[config.mk]
export PLATFORM = sky130hd
export DESIGN_NAME = ysyx_24110015_lsu
export DESIGN_NICKNAME = d
export VERILOG_FILES = /design/src/rtl/ysyx_24110015_lsu_pkg.sv /design/src/rtl/ysyx_24110015_lsu_align.sv /design/src/rtl/ysyx_24110015_lsu.sv
export SDC_FILE = /design/constraint.sdc
export NUM_CORES = 1
export LEC_CHECK = 0
export ABC_AREA = 1
export CORE_ASPECT_RATIO = 2
export CORE_UTILIZATION = 30
export DETAILED_ROUTE_END_ITERATION = 10
export PLACE_DENSITY_LB_ADDON = 0.25
export SYNTH_ARGS = -nofsm -noshare
export SYNTH_HDL_FRONTEND = slang
export SYNTH_SLANG_ARGS = --single-unit
[constraint.sdc]
create_clock -name clk -period 1.6 [get_ports clk]
set_input_delay 0.24 -clock clk [delete_from_list [all_inputs] [get_ports clk]]
set_output_delay 0.24 -clock clk [all_outputs]
set_load 0.03 [all_outputs]
[src/rtl/ysyx_24110015_lsu_pkg.sv]
// Shared types and constants for the load/store unit: FSM states, MemOp encodings,
// byte-strobe masks and the access-legality check.
package ysyx_24110015_lsu_pkg;

  typedef enum logic [1:0] {
    StIdle,
    StReq,
    StWait,
    StDone
  } lsu_state_e;

  localparam logic [2:0] MOP_B  = 3'b000;
  localparam logic [2:0] MOP_H  = 3'b001;
  localparam logic [2:0] MOP_W  = 3'b010;
  localparam logic [2:0] MOP_BU = 3'b100;
  localparam logic [2:0] MOP_HU = 3'b101;

  localparam logic [3:0] MASK_B = 4'b0001;
  localparam logic [3:0] MASK_H = 4'b0011;
  localparam logic [3:0] MASK_W = 4'b1111;

  // Illegal combination, undefined memop, unsigned store, or misaligned H/W.
  function automatic logic f_bad_access(input logic       ren,
                                        input logic       wen,
                                        input logic [2:0] memop,
                                        input logic [1:0] addr_lo);
    logic bad;
    bad = (ren & wen)
        | (memop == 3'b011)
        | (memop[2:1] == 2'b11)
        | (memop[2] & wen)
        | ((memop[1:0] == 2'b01) & addr_lo[0])
        | ((memop == MOP_W) & (addr_lo != 2'b00));
    return bad;
  endfunction

endpackage

[src/rtl/ysyx_24110015_lsu_align.sv]
// Byte-lane steering: store mask/data replication and load extract/extend.
// Purely combinational.
module ysyx_24110015_lsu_align
  import ysyx_24110015_lsu_pkg::*;
(
  input  logic [2:0]  i_memop,
  input  logic [1:0]  i_addr_lo,
  input  logic [31:0] i_wdata,
  input  logic [31:0] i_rdata,
  output logic [3:0]  o_wmask,
  output logic [31:0] o_wdata,
  output logic [31:0] o_rdata
);

  logic [31:0] w_lane;

  assign w_lane = i_rdata >> {i_addr_lo, 3'b000};

  always_comb begin
    o_wmask = 4'b0000;
    o_wdata = i_wdata;
    o_rdata = 32'h0;
    unique case (i_memop)
      MOP_B: begin
        o_wmask = MASK_B << i_addr_lo;
        o_wdata = {4{i_wdata[7:0]}};
        o_rdata = {{24{w_lane[7]}}, w_lane[7:0]};
      end
      MOP_H: begin
        o_wmask = MASK_H << i_addr_lo;
        o_wdata = {2{i_wdata[15:0]}};
        o_rdata = {{16{w_lane[15]}}, w_lane[15:0]};
      end
      MOP_W: begin
        o_wmask = MASK_W;
        o_rdata = i_rdata;
      end
      MOP_BU:  o_rdata = {24'h0, w_lane[7:0]};
      MOP_HU:  o_rdata = {16'h0, w_lane[15:0]};
      default: ;
    endcase
  end

endmodule

[src/rtl/ysyx_24110015_lsu.sv]
// Multi-cycle load/store unit: latches one EXU result, runs at most one bus access,
// then holds the write-back value until downstream accepts it.
module ysyx_24110015_lsu
  import ysyx_24110015_lsu_pkg::*;
#(
  parameter int unsigned ADDR_W = 32,
  parameter int unsigned DATA_W = 32
) (
  input  logic              clk,
  input  logic              rst,
  input  logic              in_valid,
  output logic              in_ready,
  input  logic [ADDR_W-1:0] in_addr,
  input  logic [DATA_W-1:0] in_wdata,
  input  logic              in_ren,
  input  logic              in_wen,
  input  logic [2:0]        in_memop,
  output logic              mem_req_valid,
  input  logic              mem_req_ready,
  output logic [ADDR_W-1:0] mem_addr,
  output logic              mem_wen,
  output logic [DATA_W-1:0] mem_wdata,
  output logic [3:0]        mem_wmask,
  input  logic              mem_resp_valid,
  input  logic [DATA_W-1:0] mem_resp_data,
  input  logic              mem_resp_err,
  output logic              out_valid,
  input  logic              out_ready,
  output logic [DATA_W-1:0] out_rdata,
  output logic              out_err
);

  lsu_state_e        r_state;
  lsu_state_e        w_state_nxt;
  logic [ADDR_W-1:0] r_addr;
  logic [DATA_W-1:0] r_wdata;
  logic              r_wen;
  logic [2:0]        r_memop;
  logic [DATA_W-1:0] r_rdata;
  logic              r_err;
  logic [DATA_W-1:0] w_rdata_nxt;
  logic              w_err_nxt;
  logic              w_accept;
  logic [3:0]        w_wmask;
  logic [31:0]       w_wdata;
  logic [31:0]       w_load;

  assign w_accept = (r_state == StIdle) && in_valid;

  // Steering works only on latched values, so no in_* path reaches mem_* or out_*.
  ysyx_24110015_lsu_align u_align (
    .i_memop   (r_memop),
    .i_addr_lo (r_addr[1:0]),
    .i_wdata   (r_wdata),
    .i_rdata   (mem_resp_data),
    .o_wmask   (w_wmask),
    .o_wdata   (w_wdata),
    .o_rdata   (w_load)
  );

  always_comb begin
    w_state_nxt = r_state;
    w_rdata_nxt = r_rdata;
    w_err_nxt   = r_err;
    unique case (r_state)
      StIdle: begin
        if (in_valid) begin
          if (!in_ren && !in_wen) begin
            w_rdata_nxt = DATA_W'(in_addr);
            w_err_nxt   = 1'b0;
            w_state_nxt = StDone;
          end else if (f_bad_access(in_ren, in_wen, in_memop, in_addr[1:0])) begin
            w_rdata_nxt = '0;
            w_err_nxt   = 1'b1;
            w_state_nxt = StDone;
          end else begin
            w_state_nxt = StReq;
          end
        end
      end
      StReq: begin
        if (mem_req_ready) w_state_nxt = StWait;
      end
      StWait: begin
        if (mem_resp_valid) begin
          w_rdata_nxt = r_wen ? '0 : w_load;
          w_err_nxt   = mem_resp_err;
          w_state_nxt = StDone;
        end
      end
      StDone: begin
        if (out_ready) w_state_nxt = StIdle;
      end
      default: w_state_nxt = StIdle;
    endcase
  end

  always_ff @(posedge clk) begin
    if (rst) begin
      r_state <= StIdle;
      r_addr  <= '0;
      r_wdata <= '0;
      r_wen   <= 1'b0;
      r_memop <= MOP_B;
      r_rdata <= '0;
      r_err   <= 1'b0;
    end else begin
      r_state <= w_state_nxt;
      r_rdata <= w_rdata_nxt;
      r_err   <= w_err_nxt;
      if (w_accept) begin
        r_addr  <= in_addr;
        r_wdata <= in_wdata;
        r_wen   <= in_wen;
        r_memop <= in_memop;
      end
    end
  end

  assign in_ready      = (r_state == StIdle);
  assign mem_req_valid = (r_state == StReq);
  assign mem_addr      = {r_addr[ADDR_W-1:2], 2'b00};
  assign mem_wen       = mem_req_valid && r_wen;
  assign mem_wmask     = mem_wen ? w_wmask : 4'b0000;
  assign mem_wdata     = w_wdata;
  assign out_valid     = (r_state == StDone);
  assign out_rdata     = r_rdata;
  assign out_err       = r_err;

endmodule
# Word level (Yosys, flattened, before mapping)
# Index checks and enable logic that the tools add are counted.
# totals
elab_cells	68
reg_bits	103
out_inout_bits	105
input_bits	108
# classes
eq_ne	16
muxes	22
bitwise	9
n_reduce_logical	11
shift	3
# op_table
operator	n
32-bit 2-to-1 mux	5
32-bit one-hot mux with 5 select lines	1
32-bit one-hot mux with 2 select lines	2
32-bit by 5-bit >> shifter with 16-bit output	1
2-bit 2-to-1 mux	6
4-bit one-hot mux with 3 select lines	1
3-bit by 2-bit equality test with 1-bit output, second input constant	3
2-bit one-hot mux with 4 select lines	1
4-bit AND reduction	2
2-bit equality test, second input constant	3
3-bit equality test, second input constant	2
1-bit bitwise OR	5
1-bit bitwise AND	4
2-bit by 1-bit equality test with 1-bit output, second input constant	2
1-bit 2-to-1 mux	4
4-bit 2-to-1 mux	1
2-bit by 1-bit inequality test with 1-bit output, second input constant	2
2-bit inequality test, second input constant	2
2-bit nonzero test	2
1-bit by 2-bit left shift with 4-bit output, first input constant	1
2-bit by 2-bit left shift with 4-bit output, first input constant	1
3-bit by 1-bit equality test with 1-bit output, second input constant	1
1-bit logical AND	3
3-bit zero test	1
other kinds (4)	5

# Longest topological paths before layout
# Gate-level depths: netlist (run 1).
# logic_depth
word_depth	10
depth_mapped	11
mapped_depth_nobuf	9

# Hierarchy
# Synthesis (run 1) repeated with hierarchy kept, for this count alone.
# unflattened
hier_cells	995
area_unflattened_um2	6135.9
# modules_own_cells
mod	seq_area_each_um2	area_each_um2	cells_each	instances
ysyx_24110015_lsu	2062.0	4858.4	734	1
ysyx_24110015_lsu_align	0.0	1277.5	261	1

# Worst setup path before layout (run 1)
# Ideal clock, no wire load.
# synth_path
path_kind	register to output
startpoint	register r_memop[1]
endpoint	output port mem_wdata[10]
path_stages_with_launch	8
arrival_ps	1667
required_ps	1360
setup_slack_ps	-307
n_path_buf	1
cell_sequence	dfxtp_1 > inv_2 > nand2_1 > nor2_2 > inv_2 > nand2_4 > buf_4 > o21ai_0
# synth_between
elab_chain_cells	2
elab_cells_between_ends	3
classes_between	eq/ne: 1; mux: 1; reduce/logical: 1
# synth_rtl
element	line_no	text
start: declaration	ysyx_24110015_lsu.sv:38	logic [2:0] r_memop;
start signal: assignment	ysyx_24110015_lsu.sv:115	r_memop <= in_memop;
3-bit by 1-bit equality test with 1-bit output or 3-bit zero test (tied branches)	ysyx_24110015_lsu_align.sv:23	unique case (i_memop)
32-bit one-hot mux with 2 select lines *	ysyx_24110015_lsu_align.sv:23	
end: declaration	ysyx_24110015_lsu.sv:22	output logic [DATA_W-1:0] mem_wdata,
# Mark *: on every way between the ends. The rest lies on a longest branch, timed or not.

# Final worst setup path (run 1)
# layout_path
startpoint	register r_memop[2]
endpoint	output port mem_wmask[1]
# layout_between
elab_chain_cells	3
elab_cells_between_ends	5
classes_between	eq/ne: 2; mux: 2; reduce/logical: 1
# layout_rtl
element	line_no	text
3-bit by 2-bit equality test with 1-bit output (tied with other cells)	ysyx_24110015_lsu_align.sv:23	
4-bit one-hot mux with 3 select lines *	ysyx_24110015_lsu_align.sv:23	
4-bit 2-to-1 mux *	ysyx_24110015_lsu.sv:124	assign mem_wmask = mem_wen ? w_wmask : 4'b0000;
end: declaration	ysyx_24110015_lsu.sv:23	output logic [3:0] mem_wmask,
# Marks and branches as above.

==> results.md, run 1 <==
* Hpwl dp at 14900 um
* Most frequent cells after synthesis: nand2_1 (209), nor2_1 (136), dfxtp_1 (103), inv_1 (98), o21ai_0 (89)
* Wire per inst at 15.2 um
* Drt pass-1 iters at 5
* Failing checks: setup timing
* Syn_area_per_cell at 6.34 um2
* Vias/cell at 4.60
* Unique cell type count in the Yosys netlist at 27
* Setup TNS at -9.83 ns
* Dpl cell area at 8350 um2
* Fin area at 9710 um2
* FF-to-FF setup slack at -0.16 ns
* Initial antenna violation count at 1
* Min cycle time layout at 1.93 ns
* Hold path startpoint: in_addr[16]
* Area share of the largest cell type after synthesis at 0.352
* Total global-route track usage at 0.210
* Reg2Reg Launch Point: r_state[1]
* FF-to-FF path depth at 12
* Final setup vio count at 55
* CP Launch Type: flop
* Global-route wire length before repair at 31900 um
* DP Worst Slack at -0.430 ns
* Post-Syn Instances at 923
* Fin. max-slew vios at 0
* Via count at 6430
* Critical path class: flop to primary output
* Cts bufs inserted at 9
* Final Util at 0.513
* WL final at 21200 um
* Ys flop type: dfxtp_1
* Hold Path Class: input port to flop
* Root Buffer: clkbuf_16
* Leakage at 4.55 nW
* # Max-Cap Violations at 0
* Non-Filler Instances at 1397
* TritonCTS clock tree: built
* Crit. End Element: primary output
* Routed Antenna Nets at 0
* Post-Syn Area at 5850 um2
* GPL Wtd Cong at 0.834
* Final nets at 1248
* YS warnings at 0
* Worst-path maximum fanout at 5
* Number of flops mapped to enable cells by yosys at 0
* Largest net degree at the start of global routing at 55
* Initial cell density of the core at 0.309
* Status: complete, but fails checks
* Top post-synthesis cells by area: dfxtp_1 (35%), nand2_1 (13%), nor2_1 (8.7%), o21ai_0 (7.6%), a21oi_1 (6.7%)
* #FFs+latches synth at 103
* Worst setup margin at -0.329 ns
* Placed instance count at 1347
* # H-tree levels at 3
* CP endpoint: mem_wmask[1]
* Die X at 101 um
* Synth async-reset ratio at 0
* Final global-route overflow total at 0
* Number of global-route vias before repair at 6015
* Hold-fix buffers, CTS at 0
* CTS clk-pin slew, worst paths at 0.08 ns
* Final period utilization at 1.21
* Full die area at 20100 um2
* Max Clk Rate at 0.518 GHz
* DRC viols at 0
* Crit. Startpoint: r_memop[2]
* Post-synthesis sequential area ratio at 0.352
* Most common cell in the netlist: nand2_1
* Critical R2R Capture: out_rdata[22]
* Starting DRT DRC Count at 200
* # rows at 71
* Fin. Hold Viols at 0
* Largest area contributor in the netlist: dfxtp_1
* CORE AREA at 18900 um2
* Fraction of layout cells with a size suffix above 1 at 0.253
* Maximum vdd drop at 0.00104 V
* CP arrival at 1.69 ns
* Worst Skew at 0.00763 ns
* Worst-Skew Late Latency at 0.35 ns
* RSZ-0062 raised after global routing: yes
* Die H at 200 um
* Num ports at 213
* Layout Area Growth over Synthesis at 65.8%
* Power Dens Cells at 2100 nW/um2
* Worst-case clock buffer depth at 2
* I/O Buffers at 210
* Critical Path RT at 1.36 ns
* Clock sinks at 103
-- power by group --
group          total, mW  switching [mW]  internal, mW
logic               14.1            7.83          6.22
registers           4.00           0.515          3.48
clock network       2.33            1.06          1.27
total               20.4            9.40          11.0
-- flip-flops by register name, indices dropped and copies added (netlist names) --
| name | cells |
|---|---|
| r_addr | 32 |
| out_err | 1 |
| r_state | 2 |
| r_wen | 1 |
| out_rdata | 32 |
| r_memop | 3 |
| r_wdata | 32 |
-- per-layer routing --
metal | share of wire | track usage
met1 | 0.36 | 0.209
met2 | 0.56 | 0.416
met3 | 0.046 | 0.0346
met4 | 0.030 | 0.0896
met5 | 0 | 0
-- area by class of cell --
class	count	area, um2
tap	255	319
sequential	103	2080
clock inverter	6	67.6
clock buffer	10	239
inverter	105	405
multi-input combinational	624	3420
timing repair buffer	293	3180
antenna	1	2.50
fill	1902	9220
-- critical path, stage by stage, from the launching register on --
cell and delay, ns:
dfxtp_4 0.36, nor3_4 0.20, inv_2 0.10, buf_8 0.15, o21ai_4 0.16, nand2_2 0.08
a21oi_4 0.15, buf_12 0.13
-- worst min path at each step --
stage | cells after the start | end | slack, ns
2_1_floorplan | 1 | out_err | 0.31
3_3_place_gp | 2 | out_err | 0.45
3_5_place_dp | 2 | r_wdata[14] | 0.47
4_1_cts | 3 | r_addr[16] | 0.44
5_1_grt | 3 | r_addr[28] | 0.46
6_report | 3 | r_addr[16] | 0.45
-- cell usage in the layout (no fill, tap or decap), drive strengths merged --
cell	instances
bufinv	1
mux2	7
ha	4
o21ai	94
o22ai	2
clkbuf	11
diode	1
a21oi	78
dfxtp	103
or2	1
dlymetal6s2s	9
dlygate4sd2	61
clkinvlp	3
conb	2
clkinv	1
nand2	214
nor2	141
clkdlybuf4s50	108
nand3	77
buf	114
inv	106
nor3	4
-- cells by family (layout without fill, tap and decap cells) --
| group | count (synthesis) | count (layout) | share of synthesized area |
|---|---|---|---|
| buffers and inverters | 197 | 414 | 0.165 |
| multiplexers | 7 | 7 | 0.0135 |
| flip-flops | 103 | 103 | 0.352 |
| AO/OA/AOI/OAI | 174 | 174 | 0.152 |
| AND/OR/NAND/NOR | 437 | 437 | 0.309 |
| other | 1 | 3 | 0.000641 |
| adder cells (fa/ha/maj) | 4 | 4 | 0.00855 |
-- per-stage QoR --
| step | hold WS [ns] | total power [mW] |
|---|---|---|
| floorplan | 0.309 | 10.8 |
| global placement | 0.450 | 14.4 |
| detailed placement | 0.468 | 14.5 |
| CTS | 0.441 | 19.4 |
| global route | 0.464 | 21.7 |
| finish | 0.446 | 20.4 |
-- what timing repair did --
action	4_1_cts	5_1_grt
cloned	9	1
buffers inserted	15	13
pin swaps	12	29
gates resized for setup	201	118
setup endpoints to repair	112	72
(Power assumes the default switching activity.)
==> run 2, diff against run 1 <==
--- a/config.mk
+++ b/config.mk
@@ -10,6 +10,9 @@
 export CORE_UTILIZATION = 30
 export DETAILED_ROUTE_END_ITERATION = 10
 export PLACE_DENSITY_LB_ADDON = 0.25
+export SLEW_MARGIN = 25
 export SYNTH_ARGS = -nofsm -noshare
 export SYNTH_HDL_FRONTEND = slang
+export SYNTH_HIERARCHICAL = 1
 export SYNTH_SLANG_ARGS = --single-unit
+export TNS_END_PERCENT = 50
==> run 2 against run 1 <==
Compared with the run above: the run still ends with setup timing left; maximum frequency up 2.6%; register-to-register slack got worse by 0.07 ns; synthesized area increased by 4.8%; die area up 4.7%; flip-flop and latch count unchanged; final cell count rose by 8.9%; routed wire length up 22%; core utilization increased by 1.0 points; combinational power about the same; worst setup slack better by 0.049 ns; design area is 7.8% higher; power up 0.44%; critical path type unchanged; critical endpoint unchanged; largest power group unchanged; highest routed layer unchanged.
==> results.md, run 2 <==
* CP Launch Type: flop
* Hold path startpoint: in_memop[1]
* # rows at 73
* YS warnings at 6
* Fill cells at 1994
* Power Dens Cells at 1960 nW/um2
* Global-route wire length before repair at 38000 um
* Post-Syn Area at 6140 um2
* Worst-path cell chain: inv_6 -> buf_8 -> o211ai_1 -> buf_4 -> o21ai_2 -> inv_1 -> nor2_1 -> buf_4
* Ys flop type: dfxtp_1
* Wire per inst at 17.0 um
* Root Buffer: clkbuf_16
* Syn_area_per_cell at 6.17 um2
* Worst-path maximum fanout at 4
* Reg2Reg Launch Point: r_memop[0]
* Crit. Startpoint: r_memop[1]
* Max Clk Rate at 0.532 GHz
* Num ports at 213
* Worst-case clock buffer depth at 2
* Die H at 204 um
* Initial antenna violation count at 1
* Hold WS at 0.447 ns
* Most common cell after layout, fill and taps aside: nor2_1
* Crit path largest cell delay at 0.38 ns
* Cts bufs inserted at 9
* FF-to-FF path depth at 16
* #FFs+latches synth at 103
* Maximum vdd drop at 0.00102 V
* DRC viols at 0
* Critical Path RT at 1.36 ns
* CP arrival at 1.64 ns
* Fraction of layout cells with a size suffix above 1 at 0.273
* RSZ-0062 raised after global routing: yes
* Die X at 103 um
* Crit path buf inv count at 5
* Routed Antenna Nets at 0
* CTS clk-pin slew, worst paths at 0.07 ns
* Drt pass-1 iters at 4
* Layout Area Growth over Synthesis at 70.5%
* Final nets at 1366
* # Max-Cap Violations at 0
* CP delay by family, top: buffers and inverters
* Full die area at 21100 um2
* Leakage at 5.00 nW
* Most frequent cells after synthesis: nor2_1 (281), nand2_1 (208), dfxtp_1 (103), o21ai_0 (93), nand3_1 (65)
* Worst Skew at 0.00712 ns
* Critical path class: flop to primary output
* Crit. End Element: primary output
* CORE AREA at 20000 um2
* Worst hold path cell count at 3
* Commonest cells after routing, fill and taps aside: nor2_1 (248), nand2_1 (177), clkdlybuf4s50_1 (107)
* Post-Syn Instances at 995
* Via count at 7198
* Slowest cell on crit path: dfxtp_4
* Total global-route track usage at 0.248
* I/O Buffers at 210
* Final period utilization at 1.17
* TritonCTS clock tree: built
* Min cycle time layout at 1.88 ns
* Most common cell in the netlist: nor2_1
* Final global-route overflow total at 0
* Clock power share at 0.118
* Critical Path Most Common Cell: buf_4
* Internal cell power at 10.9 mW
* WL final at 25800 um
* Combinational fraction of design power at 0.683
* Worst setup margin at -0.280 ns
* Vias/cell at 4.73
* Starting DRT DRC Count at 243
* Unique cell type count in the Yosys netlist at 28
* Worst-Skew Late Latency at 0.36 ns
* Pwr Total at 20.5 mW
* Fin. Hold Viols at 0
* Hold-fix buffers, CTS at 0
* Failing checks: setup timing
* Final setup vio count at 59
* Synth async-reset ratio at 0
* Area share of the largest cell type after synthesis at 0.336
* # H-tree levels at 3
* Hold Path Class: input port to flop
* Initial cell density of the core at 0.307
* Hpwl dp at 18800 um
* Post-synthesis sequential area ratio at 0.336
* GPL Wtd Cong at 0.922
* Status: complete, but fails checks
* Sw frac at 0.465
* Critical path depth at 8
* Top post-synthesis cells by area: dfxtp_1 (34%), nor2_1 (17%), nand2_1 (13%), o21ai_0 (7.6%), buf_4 (6.5%)
* Sequential power share at 0.200
* Clock sinks at 103
* Largest area contributor in the netlist: dfxtp_1
* Number of flops mapped to enable cells by yosys at 0
* Largest net degree at the start of global routing at 37
* Number of global-route vias before repair at 7194
* Fin. max-slew vios at 0
* Switching power at 9.52 mW
## run 2: cell type report
type | count | area (um2) | share of cell area
multi-input cells | 723 | 3780 | 0.361
repair buffers | 347 | 3630 | 0.347
flip-flops and latches | 103 | 2080 | 0.199
well taps | 262 | 328 | 0.0313
inverters | 69 | 307 | 0.0293
clock buffers | 9 | 225 | 0.0215
clock inverters | 7 | 95.1 | 0.00909
repair inverters | 1 | 16.3 | 0.00155
diodes | 1 | 2.50 | 0.000239
## run 2: worst min-delay path, stage by stage
cell,delay (ns)
clkdlybuf4s50_1,0.39
inv_1,0.07
a21oi_1,0.06
## run 2: final timing paths
| check | end | slack, ns |
|---|---|---|
| max | mem_wmask[1] | -0.28 |
| min | r_memop[1] | 0.45 |
| max reg2reg | out_rdata[23] | -0.23 |
| min reg2reg | out_rdata[25] | 0.47 |
## run 2: metal layers
layer,GRT usage,vias to the layer above,wire (um),part of all wire
li1,-,3592,-,-
met1,0.212,3284,7970,0.31
met2,0.482,240,14600,0.57
met3,0.0465,82,1290,0.050
met4,0.180,0,1960,0.076
met5,0,-,0,0
## run 2: cells by family after synthesis
family          share of synthesized area
simple gates                        0.371
compound gates                      0.131
fa+ha+maj                         0.00816
other cells                      0.000611
buf+inv                             0.154
flops                               0.336
## run 2: power groups by stage
stage / Clock [mW] / Combinational, mW / Sequential [mW]
5_1_grt: 2.58 / 15.1 / 4.19
3_5_place_dp: 0 / 11.3 / 4.12
3_3_place_gp: 0 / 11.3 / 4.10
2_1_floorplan: 0 / 6.48 / 4.73
4_1_cts: 2.47 / 13.0 / 4.09
6_report: 2.41 / 14.0 / 4.08
## run 2: what timing repair did
| action | CTS | global route |
|---|---|---|
| buffers inserted | 24 | 23 |
| gates cloned | 7 | 0 |
| resized for setup | 233 | 119 |
| setup endpoints to repair | 131 | 106 |
| pin swaps | 57 | 87 |
## run 2: metrics by stage
step	utilization	instances	setup TNS [ns]	cell area (um2)	setup WS, ns
6_report	0.523	1522	-10.51	10500	-0.280
5_1_grt	0.523	1522	-16.28	10500	-0.366
4_1_cts	0.494	1501	-10.01	9890	-0.290
3_5_place_dp	0.441	1461	-9.14	8820	-0.433
3_3_place_gp	0.441	1461	-9.01	8820	-0.414
2_1_floorplan	-	996	-1.23	6150	-0.174
